File: config.mk
export PLATFORM = sky130hd
export DESIGN_NAME = multicycle_controller
export DESIGN_NICKNAME = d
export VERILOG_FILES = /design/src/rtl/multicycle_controller.sv
export SDC_FILE = /design/constraint.sdc
export NUM_CORES = 1
export LEC_CHECK = 0
export ABC_CLOCK_PERIOD_IN_PS = 3800
export CELL_PAD_IN_SITES_DETAIL_PLACEMENT = 1
export CELL_PAD_IN_SITES_GLOBAL_PLACEMENT = 1
export CORE_ASPECT_RATIO = 1.2
export CORE_MARGIN = 1.5
export CORE_UTILIZATION = 36
export DETAILED_ROUTE_END_ITERATION = 10
export PLACE_DENSITY = 0.82
export SYNTH_ARGS = -nofsm -noshare
export SYNTH_HDL_FRONTEND = slang
export SYNTH_SLANG_ARGS = --single-unit
export TNS_END_PERCENT = 50
File: constraint.sdc
create_clock -name clk -period 3.8 [get_ports clk]
set_clock_uncertainty 0.1 [all_clocks]
set_input_delay 1.14 -clock clk [delete_from_list [all_inputs] [get_ports clk]]
set_output_delay 1.14 -clock clk [all_outputs]
set_load 0.01 [all_outputs]
File: src/rtl/multicycle_controller.sv
// Multicycle RV32 subset control FSM with retired-instruction counter.
// Optional feature: define MC_JAL_EN to enable the JAL decode and state.
module multicycle_controller (
  input  logic        clk,
  input  logic        rst,
  input  logic [6:0]  opcode,
  input  logic [2:0]  funct3,
  input  logic        funct7_5,
  input  logic        zero,
  input  logic        mem_ready,
  output logic        pc_write,
  output logic        ir_write,
  output logic        adr_src,
  output logic        mem_write,
  output logic        reg_write,
  output logic [1:0]  result_src,
  output logic [1:0]  alu_src_a,
  output logic [1:0]  alu_src_b,
  output logic [1:0]  imm_src,
  output logic [2:0]  alu_control,
  output logic [3:0]  state,
  output logic        illegal,
  output logic [31:0] instret
);

  typedef enum logic [3:0] {
    FETCH = 4'd0, DECODE = 4'd1, MEMADR = 4'd2, MEMREAD = 4'd3, MEMWB = 4'd4,
    MEMWRITE = 4'd5, EXECR = 4'd6, ALUWB = 4'd7, EXECI = 4'd8, JAL = 4'd9,
    BEQ = 4'd10
  } state_t;

  localparam logic [6:0] OP_LW  = 7'b0000011;
  localparam logic [6:0] OP_SW  = 7'b0100011;
  localparam logic [6:0] OP_R   = 7'b0110011;
  localparam logic [6:0] OP_I   = 7'b0010011;
  localparam logic [6:0] OP_BEQ = 7'b1100011;
  localparam logic [6:0] OP_JAL = 7'b1101111;

  state_t cur, nxt;
  logic   retire;

  function automatic logic op_known(input logic [6:0] op);
    case (op)
      OP_LW, OP_SW, OP_R, OP_I, OP_BEQ: op_known = 1'b1;
`ifdef MC_JAL_EN
      OP_JAL:                           op_known = 1'b1;
`endif
      default:                          op_known = 1'b0;
    endcase
  endfunction

  // SUB is only reachable from the register-register form.
  function automatic logic [2:0] alu_dec(input logic [2:0] f3, input logic sub_ok);
    case (f3)
      3'b000:  alu_dec = sub_ok ? 3'b001 : 3'b000;
      3'b010:  alu_dec = 3'b101;
      3'b110:  alu_dec = 3'b011;
      3'b111:  alu_dec = 3'b010;
      default: alu_dec = 3'b000;
    endcase
  endfunction

  always_ff @(posedge clk or negedge rst) begin
    if (!rst) begin
      cur     <= FETCH;
      instret <= 32'd0;
    end else begin
      cur <= nxt;
      if (retire) instret <= instret + 32'd1;
    end
  end

  assign retire = (cur == MEMWB) || (cur == ALUWB) || (cur == BEQ) ||
                  ((cur == MEMWRITE) && mem_ready);
  assign state  = cur;

  always_comb begin
    nxt = FETCH;
    case (cur)
      FETCH:    nxt = mem_ready ? DECODE : FETCH;
      DECODE: begin
        case (opcode)
          OP_LW, OP_SW: nxt = MEMADR;
          OP_R:         nxt = EXECR;
          OP_I:         nxt = EXECI;
          OP_BEQ:       nxt = BEQ;
`ifdef MC_JAL_EN
          OP_JAL:       nxt = JAL;
`endif
          default:      nxt = FETCH;
        endcase
      end
      MEMADR:   nxt = (opcode == OP_SW) ? MEMWRITE : MEMREAD;
      MEMREAD:  nxt = mem_ready ? MEMWB : MEMREAD;
      MEMWRITE: nxt = mem_ready ? FETCH : MEMWRITE;
      MEMWB:    nxt = FETCH;
      EXECR:    nxt = ALUWB;
      EXECI:    nxt = ALUWB;
      ALUWB:    nxt = FETCH;
      BEQ:      nxt = FETCH;
`ifdef MC_JAL_EN
      JAL:      nxt = ALUWB;
`endif
      default:  nxt = FETCH;
    endcase
  end

  always_comb begin
    case (opcode)
      OP_SW:   imm_src = 2'b01;
      OP_BEQ:  imm_src = 2'b10;
      OP_JAL:  imm_src = 2'b11;
      default: imm_src = 2'b00;
    endcase
  end

  always_comb begin
    pc_write    = 1'b0;
    ir_write    = 1'b0;
    adr_src     = 1'b0;
    mem_write   = 1'b0;
    reg_write   = 1'b0;
    result_src  = 2'b00;
    alu_src_a   = 2'b00;
    alu_src_b   = 2'b00;
    alu_control = 3'b000;
    illegal     = 1'b0;
    case (cur)
      FETCH: begin
        alu_src_b  = 2'b10;
        result_src = 2'b10;
        pc_write   = mem_ready;
        ir_write   = mem_ready;
      end
      DECODE: begin
        alu_src_a = 2'b01;
        alu_src_b = 2'b01;
        illegal   = !op_known(opcode);
      end
      MEMADR: begin
        alu_src_a = 2'b10;
        alu_src_b = 2'b01;
      end
      MEMREAD:  adr_src = 1'b1;
      MEMWRITE: begin
        adr_src   = 1'b1;
        mem_write = 1'b1;
      end
      MEMWB: begin
        result_src = 2'b01;
        reg_write  = 1'b1;
      end
      EXECR: begin
        alu_src_a   = 2'b10;
        alu_control = alu_dec(funct3, opcode[5] & funct7_5);
      end
      EXECI: begin
        alu_src_a   = 2'b10;
        alu_src_b   = 2'b01;
        alu_control = alu_dec(funct3, 1'b0);
      end
      ALUWB:    reg_write = 1'b1;
      BEQ: begin
        alu_src_a   = 2'b10;
        alu_control = 3'b001;
        pc_write    = zero;
      end
`ifdef MC_JAL_EN
      JAL: begin
        alu_src_a = 2'b01;
        alu_src_b = 2'b10;
        pc_write  = 1'b1;
      end
`endif
      default: ;
    endcase
    // Reset must silence strobes before the asynchronous state clear settles.
    if (!rst) begin
      pc_write  = 1'b0;
      ir_write  = 1'b0;
      mem_write = 1'b0;
      reg_write = 1'b0;
      illegal   = 1'b0;
    end
  end

endmodule

; Yosys cells after proc, flatten, opt, wreduce, memory -nomap -nowiden
; Index checks and enable logic that the tools add are counted.
[totals]
register_bits = 36
wordCells = 63
[classes]
n_addsub = 1
eq_ne = 18
n_mux = 27
bitwise_logic = 1
n_reduce_logical = 14
[ops]
columns = cell, n
row1 = $add A32 B1 Y32 const B, 1
row2 = $pmux W4 S6, 1
row3 = $pmux W3 S3, 2
row4 = $eq A4 B3 Y1 const B, 4
row5 = $pmux W4 S4, 1
row6 = $eq A7 B6 Y1 const B, 2
row7 = $eq A7 B7 Y1 const B, 2
row8 = $mux W1, 14
row9 = $pmux W2 S2, 3
row10 = $pmux W3 S4, 1
row11 = $mux W3, 3
row12 = $eq A4 B2 Y1 const B, 2
row13 = $eq A4 B4 Y1 const B, 2
row14 = $reduce_or A2 Y1, 4
row15 = $eq A7 B2 Y1 const B, 1
row16 = $eq A7 B5 Y1 const B, 1
row17 = $eq A3 B3 Y1 const B, 2
row18 = $pmux W2 S3, 1
row19 = $reduce_or A5 Y1, 1
row20 = $eq A4 B1 Y1 const B, 1
row21 = $logic_not A4 Y1, 1
row22 = $reduce_or A4 Y1, 1
row23 = $eq A3 B2 Y1 const B, 1
row24 = $logic_not A3 Y1, 1
row25 = 6 further kinds, 8

; Logic depth before layout (Yosys ltp)
; Gate-level depths: netlist (run 1).
[logic_depth]
depth_word = 7
depth_mapped = 8
mapped_depth_nobuf = 5

; Worst setup path after synthesis (run 1)
; OpenSTA, ideal clock, no wires.
[synth_path]
path_kind = input -> output
from = input opcode[6]
to = output imm_src[0]
arrival_time_ps = 1835
t_required_ps = 2560
setup_slack_ps = 725
cell_stages = 3
n_path_buf = 1
cell_sequence = clkbuf_1 -> or3_1 -> a21oi_1
[synth_via]
elab_chain_cells = 2
word_cells_on_any_way = 4
classes_between = eq/ne (3) / mux (1)
[synth_rtl]
columns = element, line_no
row1 = "start, declared", 6  ; input logic [6:0] opcode,
row2 = $eq A7 B7 Y1 or $eq A7 B6 Y1 (tied branches), 109  ; case (opcode)
row3 = $pmux W2 S3 (*), 109
row4 = "end, declared", 19  ; output logic [1:0] imm_src,
; Every way passes the cells marked *; elsewhere a longest branch is shown, timed or not.

; Final worst setup path (run 1)
[layout_path]
from = input funct3[1]
to = output alu_control[2]
[layout_via]
elab_chain_cells = 3
word_cells_on_any_way = 7
classes_between = eq/ne (3) / mux (3) / reduce/logical (1)
[layout_rtl]
columns = element, line_no
row1 = "start, declared", 7  ; input logic [2:0] funct3,
row2 = $eq A3 B3 Y1 (tied with other cells), 54  ; case (f3)
row3 = $pmux W3 S4 or $pmux W3 S3 (tied branches), 54
row4 = $pmux W3 S3 (*), 128  ; case (cur)
row5 = "end, declared", 20  ; output logic [2:0] alu_control,
; Marks and branches as above.

==> run_summary.xml, run 1 <==
<?xml version="1.0" encoding="UTF-8"?>
<metrics>
  <group name="status">
    <metric name="run_status" unit="">finished with violations</metric>
    <metric name="failed_checks" unit="">design-rule violations</metric>
  </group>
  <group name="worst_setup_path">
    <metric name="cell_with_the_largest_stage_delay_on_the_worst_path" unit="">clkdlybuf4s50_1</metric>
    <metric name="cp_max_fo" unit="">2</metric>
    <metric name="worst_ep_required_time" unit="ns">2.56</metric>
    <metric name="critical_path.most_common_cell" unit="">clkdlybuf4s50_1</metric>
    <metric name="path_class" unit="">in2out</metric>
    <metric name="r2r-end" unit="">instret[15]$_DFFE_PN0P_</metric>
    <metric name="crit_reg_reg_startpoint" unit="">state[1]$_DFF_PN0_</metric>
    <metric name="critical_path.endpoint_type" unit="">output pin</metric>
    <metric name="timing.critical_path.depth" unit="">4</metric>
    <metric name="delay_of_the_slowest_critical_path_stage" unit="ns">0.56</metric>
    <metric name="critPathLaunch" unit="">funct3[1]</metric>
    <metric name="worst-r2r-cell-count" unit="">6</metric>
    <metric name="critical_path.endpoint" unit="">alu_control[2]</metric>
    <metric name="cp.arrival" unit="ns">2.46</metric>
    <metric name="timing.critical_path.buf_inv" unit="">2</metric>
    <metric name="timing.reg2reg.setup_slack" unit="ns">1.64</metric>
    <metric name="path_cells" unit="">clkdlybuf4s50_1 &gt; nand3b_1 &gt; nor3_1 &gt; clkdlybuf4s50_1</metric>
    <metric name="worst_setup_path_start_kind" unit="">input pin</metric>
    <metric name="crit_family" unit="">buffers and inverters</metric>
  </group>
  <group name="sta">
    <metric name="worst_hold_slack" unit="ns">0.394</metric>
    <metric name="grt_setup_unrepaired" unit="">false</metric>
    <metric name="maxClockFrequency" unit="MHz">270</metric>
    <metric name="worst_slew_pin_slew" unit="ns">0.483</metric>
    <metric name="report.final.slew_viol_count" unit="">0</metric>
    <metric name="fin_tns_setup" unit="ns">0</metric>
    <metric name="timing.slew.headroom" unit="%">67.7</metric>
    <metric name="final.min_clock_period" unit="ns">3.70</metric>
    <metric name="timing.final.setup_violations" unit="">0</metric>
    <metric name="report.final.hold_viol_count" unit="">0</metric>
    <metric name="period_share" unit="%">97.4</metric>
  </group>
  <group name="global_route">
    <metric name="grt_pass1_vias" unit="">2081</metric>
    <metric name="gr-usage-all-layers" unit="%">20.3</metric>
    <metric name="grt_first_pass_wirelength" unit="µm">9890</metric>
    <metric name="antenna_found_initial" unit="">0</metric>
    <metric name="grt_remaining_overflow" unit="">0</metric>
    <metric name="grt_max_degree" unit="">33</metric>
  </group>
  <group name="floorplanning">
    <metric name="die_footprint" unit="µm²">6110</metric>
    <metric name="design.core.area" unit="µm²">5370</metric>
    <metric name="initial_core_util" unit="%">37.8</metric>
    <metric name="die_height" unit="µm">85.3</metric>
    <metric name="core.rowCount" unit="">29</metric>
    <metric name="ioPinCount" unit="">68</metric>
    <metric name="die-width" unit="µm">71.6</metric>
  </group>
  <group name="min_path">
    <metric name="worstHoldPathType" unit="">reg2reg</metric>
    <metric name="hold-path-cell-count" unit="">1</metric>
  </group>
  <group name="cts">
    <metric name="clkLatencyLatePin" unit="ns">0.29</metric>
    <metric name="cts_max_level" unit="">2</metric>
    <metric name="numCtsBuffers" unit="">5</metric>
    <metric name="ctsHoldBuffers" unit="">0</metric>
    <metric name="clock_sink_count" unit="">36</metric>
    <metric name="maximum_buffer_depth_of_the_clock_tree" unit="">2</metric>
    <metric name="tritoncts" unit="">built</metric>
    <metric name="root_buffer" unit="">clkbuf_8</metric>
    <metric name="clk_pin_slew" unit="ns">0.07</metric>
    <metric name="post-cts-setup-buffer-count" unit="">0</metric>
  </group>
  <group name="logic_synthesis">
    <metric name="synth_edf_count" unit="">0</metric>
    <metric name="ys_warn_count" unit="">0</metric>
    <metric name="synthesis.nets" unit="">239</metric>
    <metric name="postSynthRegisterBits" unit="">36</metric>
    <metric name="dominant_register_cell_in_the_synthesized_netlist" unit="">dfrtp_1</metric>
    <metric name="synth_cells" unit="">223</metric>
    <metric name="mappedNetlistArea" unit="µm²">2030</metric>
    <metric name="ys_types" unit="">39</metric>
    <metric name="async_reset_ff_share" unit="%">100</metric>
    <metric name="syn-mean-instance-area" unit="µm²">9.11</metric>
    <metric name="synth_sequential_area_ratio" unit="%">44.3</metric>
  </group>
  <group name="finish">
    <metric name="antenna-diode-count" unit="">0</metric>
    <metric name="final_nets" unit="">318</metric>
    <metric name="areaGrowthSynthToFinish" unit="%">45.9</metric>
    <metric name="fill_cells" unit="">630</metric>
    <metric name="fraction_of_layout_instances_using_a_drive_strength_above_1" unit="%">9.90</metric>
  </group>
  <group name="pwr">
    <metric name="power.ir.vdd_worst" unit="V">0.000327</metric>
    <metric name="p_total" unit="µW">1420</metric>
    <metric name="power.density" unit="nW/µm²">480</metric>
    <metric name="power.static_leakage" unit="µW">0.00124</metric>
  </group>
  <group name="drt">
    <metric name="routed_wire_length_per_instance" unit="µm">16.0</metric>
    <metric name="routed-via-count" unit="">1967</metric>
    <metric name="drc" unit="">8</metric>
    <metric name="first_pass_iters" unit="">7</metric>
    <metric name="drt.antenna.violating_nets" unit="">0</metric>
    <metric name="detail_route.vias_per_cell" unit="">5.39</metric>
    <metric name="drtIter0Drc" unit="">127</metric>
    <metric name="routed_wl" unit="µm">5820</metric>
  </group>
  <group name="placed_design">
    <metric name="gp_congestion" unit="">0.747</metric>
    <metric name="dpl.hpwl" unit="µm">4490</metric>
    <metric name="io_buffers" unit="">67</metric>
  </group>
  <group name="run">
    <metric name="timing.max_cap.violations" unit="">0</metric>
  </group>
</metrics>
[layer usage]
metal  GRT usage (%)  up-vias  part of all wire (%)
met1            23.8      963                    42
met5               0        -                     0
li1                -      941                     -
met3            4.75        5                   5.5
met2            36.4       58                    52
met4            6.35        0                  0.96
[worst min path at each step]
| stage | endpoint | startpoint |
|---|---|---|
| after detailed placement | instret[31]$_DFFE_PN0P_ | instret[31]$_DFFE_PN0P_ |
| after global routing | instret[31]$_DFFE_PN0P_ | instret[31]$_DFFE_PN0P_ |
| after global placement | instret[31]$_DFFE_PN0P_ | instret[31]$_DFFE_PN0P_ |
| final | instret[31]$_DFFE_PN0P_ | instret[31]$_DFFE_PN0P_ |
| after floorplan | instret[31]$_DFFE_PN0P_ | instret[31]$_DFFE_PN0P_ |
| after CTS | instret[31]$_DFFE_PN0P_ | instret[31]$_DFFE_PN0P_ |
[cell usage in the layout, fill, tap and decap left out, types with 6 or more instances in the layout]
cell,count
buf_4,16
o21ai_0,7
xnor2_1,27
nand3_1,16
inv_1,6
nor2_1,15
a21oi_1,10
clkdlybuf4s50_1,61
nand2_1,22
and3_1,10
dfrtp_1,36
xor2_1,7
nand4_1,13
[synthesized netlist by cell type, types with 3 or more instances]
| library cell | count | area share [%] |
|---|---|---|
| nor2b_1 | 5 | 1.5 |
| xor2_1 | 7 | 3.0 |
| nand4_1 | 13 | 4.0 |
| nand3_1 | 16 | 3.9 |
| inv_1 | 6 | 1.1 |
| o21ai_0 | 7 | 1.7 |
| nand2_1 | 22 | 4.1 |
| dfrtp_1 | 36 | 44 |
| xnor2_1 | 27 | 12 |
| nand2b_1 | 4 | 1.2 |
| nor4_1 | 3 | 0.92 |
| a21oi_1 | 10 | 2.5 |
| nor3_1 | 5 | 1.2 |
| nor3b_1 | 4 | 1.5 |
| nor2_1 | 15 | 2.8 |
| clkbuf_1 | 5 | 0.92 |
| and3_1 | 10 | 3.1 |
[worst register-to-register path, delay by kind of cell (launching register included)]
family	cells	cell delay, ns
AO/OA/AOI/OAI	1	0.34
AND/OR/NAND/NOR	3	0.86
flip-flops	1	0.38
XOR/XNOR	1	0.16
buffers and inverters	1	0.22
[repair_timing]
action / in CTS / in global routing
endpoints found under the hold margin: 0 / 0
setup endpoints to repair: 4 / 0
gates resized for setup: 8 / 0
[flip-flops by register name, indices dropped and copies added (netlist names)]
name	cells
instret	32
state	4
[final cells by class]
cell class              instances  area (µm²)  area share [%]
clock buffers                   5        68.8            2.32
clock inverters                 3        42.5            1.43
inverters                       6        22.5           0.759
multi-input cells             170        1070            36.2
flip-flops and latches         36         901            30.4
well taps                      62        77.6            2.62
repair buffers                 83         779            26.3
[cells by family after synthesis]
kind of cell / Yosys count / share of synthesized area (%)
flip-flops: 36 / 44.3
multiplexers: 1 / 0.554
buffers and inverters: 17 / 3.69
adder cells (fa/ha/maj): 1 / 0.616
AO/OA/AOI/OAI: 27 / 7.94
XOR/XNOR: 34 / 14.7
AND/OR/NAND/NOR: 107 / 28.2
[power breakdown]
part           switching, µW  leakage (µW)  internal [µW]
registers               43.4      0.000491            423
logic                    305      0.000695            314
clock network            145     0.0000541            194
[per-stage QoR]
step / setup WS (ns) / area (µm²) / util (%) / std cells
3_5_place_dp: -0.235 / 2840 / 52.9 / 357
4_1_cts: 0.102 / 2970 / 55.2 / 365
2_1_floorplan: 0.725 / 2030 / - / 223
6_report: 0.0998 / 2970 / 55.2 / 365
5_1_grt: 0.0277 / 2970 / 55.2 / 365
3_3_place_gp: -0.143 / 2840 / 52.9 / 357
(Power assumes the default switching activity.)
==> run 2, diff against run 1 <==
--- a/config.mk
+++ b/config.mk
@@ -9,7 +9,7 @@
 export CELL_PAD_IN_SITES_DETAIL_PLACEMENT = 1
 export CELL_PAD_IN_SITES_GLOBAL_PLACEMENT = 1
 export CORE_ASPECT_RATIO = 1.2
-export CORE_MARGIN = 1.5
+export CORE_MARGIN = 3
 export CORE_UTILIZATION = 36
 export DETAILED_ROUTE_END_ITERATION = 10
 export PLACE_DENSITY = 0.82
==> run_summary.xml, run 2 (same netlist as run 1, synthesis figures left out) <==
<?xml version="1.0" encoding="UTF-8"?>
<metrics>
  <group name="cts">
    <metric name="ctsHoldBuffers" unit="">0</metric>
    <metric name="root_buffer" unit="">clkbuf_8</metric>
    <metric name="clk_pin_slew" unit="ns">0.07</metric>
    <metric name="tritoncts" unit="">built</metric>
    <metric name="numCtsBuffers" unit="">5</metric>
    <metric name="cts_resized" unit="">6</metric>
    <metric name="maximum_buffer_depth_of_the_clock_tree" unit="">2</metric>
    <metric name="post-cts-setup-buffer-count" unit="">0</metric>
    <metric name="clkLatencyLatePin" unit="ns">0.29</metric>
    <metric name="clock_sink_count" unit="">36</metric>
    <metric name="cts_max_level" unit="">2</metric>
  </group>
  <group name="min_path">
    <metric name="worstHoldPathType" unit="">reg2reg</metric>
    <metric name="hold-path-cell-count" unit="">1</metric>
  </group>
  <group name="finish">
    <metric name="regMostFlops" unit="">instret</metric>
    <metric name="layout_commonest_cell" unit="">clkdlybuf4s50_1</metric>
    <metric name="final_nets" unit="">317</metric>
    <metric name="fraction_of_layout_instances_using_a_drive_strength_above_1" unit="%">9.27</metric>
    <metric name="largest_register_ffs" unit="">32</metric>
    <metric name="leading_cell_types_in_the_layout_fill_and_taps_excluded" unit="">clkdlybuf4s50_1, dfrtp_1, xnor2_1</metric>
    <metric name="antenna-diode-count" unit="">0</metric>
    <metric name="areaGrowthSynthToFinish" unit="%">45.1</metric>
    <metric name="post_layout_nonfiller_instances" unit="">364</metric>
  </group>
  <group name="pwr">
    <metric name="power.static_leakage" unit="µW">0.00123</metric>
    <metric name="p_total" unit="µW">1420</metric>
    <metric name="power.ir.vdd_worst" unit="V">0.000285</metric>
    <metric name="power.density" unit="nW/µm²">483</metric>
  </group>
  <group name="global_route">
    <metric name="grt_pass1_vias" unit="">2026</metric>
    <metric name="grt_remaining_overflow" unit="">0</metric>
    <metric name="grt_first_pass_wirelength" unit="µm">9580</metric>
    <metric name="grt_max_degree" unit="">34</metric>
    <metric name="antenna_found_initial" unit="">0</metric>
    <metric name="gr-usage-all-layers" unit="%">18.6</metric>
  </group>
  <group name="worst_setup_path">
    <metric name="delay_of_the_slowest_critical_path_stage" unit="ns">0.57</metric>
    <metric name="cp_max_fo" unit="">2</metric>
    <metric name="crit_reg_reg_startpoint" unit="">state[1]$_DFF_PN0_</metric>
    <metric name="worst_ep_required_time" unit="ns">2.56</metric>
    <metric name="path_cells" unit="">clkdlybuf4s50_1 &gt; buf_4 &gt; nor3_1 &gt; clkdlybuf4s50_1</metric>
    <metric name="worst_setup_path_start_kind" unit="">input pin</metric>
    <metric name="critical_path.most_common_cell" unit="">clkdlybuf4s50_1</metric>
    <metric name="r2r-end" unit="">instret[29]$_DFFE_PN0P_</metric>
    <metric name="worst-r2r-cell-count" unit="">6</metric>
    <metric name="timing.reg2reg.setup_slack" unit="ns">1.54</metric>
    <metric name="path_class" unit="">in2out</metric>
    <metric name="critical_path.endpoint_type" unit="">output pin</metric>
    <metric name="cell_with_the_largest_stage_delay_on_the_worst_path" unit="">clkdlybuf4s50_1</metric>
    <metric name="critical_path.endpoint" unit="">alu_control[2]</metric>
    <metric name="critPathLaunch" unit="">funct3[2]</metric>
    <metric name="cp.arrival" unit="ns">2.45</metric>
  </group>
  <group name="floorplanning">
    <metric name="design.core.area" unit="µm²">5370</metric>
    <metric name="die_footprint" unit="µm²">6590</metric>
    <metric name="initial_core_util" unit="%">37.8</metric>
    <metric name="core.rowCount" unit="">29</metric>
    <metric name="ioPinCount" unit="">68</metric>
    <metric name="die_height" unit="µm">88.3</metric>
    <metric name="die-width" unit="µm">74.6</metric>
  </group>
  <group name="sta">
    <metric name="timing.slew.headroom" unit="%">69.2</metric>
    <metric name="grt_setup_unrepaired" unit="">false</metric>
    <metric name="final.min_clock_period" unit="ns">3.69</metric>
    <metric name="maxClockFrequency" unit="MHz">271</metric>
    <metric name="report.final.hold_viol_count" unit="">0</metric>
    <metric name="period_share" unit="%">97.1</metric>
    <metric name="layout_setup_ws" unit="ns">0.112</metric>
    <metric name="fin_tns_setup" unit="ns">0</metric>
    <metric name="worst_slew_pin_slew" unit="ns">0.461</metric>
    <metric name="timing.final.setup_violations" unit="">0</metric>
    <metric name="report.final.slew_viol_count" unit="">0</metric>
  </group>
  <group name="placed_design">
    <metric name="dpl.hpwl" unit="µm">4270</metric>
    <metric name="placed_cells" unit="">356</metric>
    <metric name="gp_congestion" unit="">0.760</metric>
    <metric name="post-place-ws" unit="ns">-0.167</metric>
    <metric name="io_buffers" unit="">67</metric>
  </group>
  <group name="drt">
    <metric name="drtIter0Drc" unit="">46</metric>
    <metric name="drc" unit="">0</metric>
    <metric name="routed_wire_length_per_instance" unit="µm">15.1</metric>
    <metric name="detail_route.vias_per_cell" unit="">5.34</metric>
    <metric name="routed_wl" unit="µm">5510</metric>
    <metric name="routed-via-count" unit="">1945</metric>
    <metric name="first_pass_iters" unit="">4</metric>
    <metric name="drt.antenna.violating_nets" unit="">0</metric>
  </group>
  <group name="run">
    <metric name="timing.max_cap.violations" unit="">0</metric>
  </group>
  <group name="status">
    <metric name="run_status" unit="">complete, no violations</metric>
  </group>
</metrics>
[run 2: changes by cell type in the layout (fill, tap and decap cells not counted), sizes merged]
cell / delta
buf: -1
[run 2: worst min-delay path by stage]
stage,slack (ns),end,from
floorplan,0.40,instret[31]$_DFFE_PN0P_,instret[31]$_DFFE_PN0P_
global placement,0.37,instret[31]$_DFFE_PN0P_,instret[31]$_DFFE_PN0P_
detailed placement,0.39,instret[31]$_DFFE_PN0P_,instret[31]$_DFFE_PN0P_
CTS,0.40,instret[26]$_DFFE_PN0P_,instret[26]$_DFFE_PN0P_
global route,0.41,instret[17]$_DFFE_PN0P_,instret[17]$_DFFE_PN0P_
finish,0.39,instret[26]$_DFFE_PN0P_,instret[26]$_DFFE_PN0P_
[run 2: power breakdown]
part           leakage, µW  switching, µW  internal [µW]  total (µW)
clock            0.0000541            145            194         339
sequential        0.000491           51.4            423         474
combinational     0.000686            299            311         611
total              0.00123            495            929        1420
[run 2: metal layers]
| layer | wire (µm) | GRT usage, % | share of wire, % |
|---|---|---|---|
| met3 | 367 | 5.57 | 6.7 |
| met1 | 2270 | 21.9 | 41 |
| met4 | 84 | 7.12 | 1.5 |
| met2 | 2790 | 31.6 | 51 |
| met5 | 0 | 0 | 0 |
[run 2: per-stage QoR]
step | hold WS, ns | util, % | instance area [µm²]
floorplan | 0.404 | - | 2030
global placement | 0.370 | 52.8 | 2840
detailed placement | 0.389 | 52.8 | 2840
CTS | 0.399 | 54.9 | 2950
global route | 0.409 | 54.9 | 2950
finish | 0.390 | 54.9 | 2950
[run 2: worst max-delay path, delay by kind of cell]
kind / cells / cell delay (ns)
and+or+nand+nor: 1 / 0.15
buffers and inverters: 3 / 1.15
[run 2: cell type report]
class                           instances  area (µm²)
Fill cell                             620        2420
Multi-Input combinational cell        170        1060
Sequential cell                        36         901
Timing Repair Buffer                   82         772
Tap cell                               62        77.6
Clock buffer                            5        68.8
Clock inverter                          3        42.5
Inverter                                6        22.5
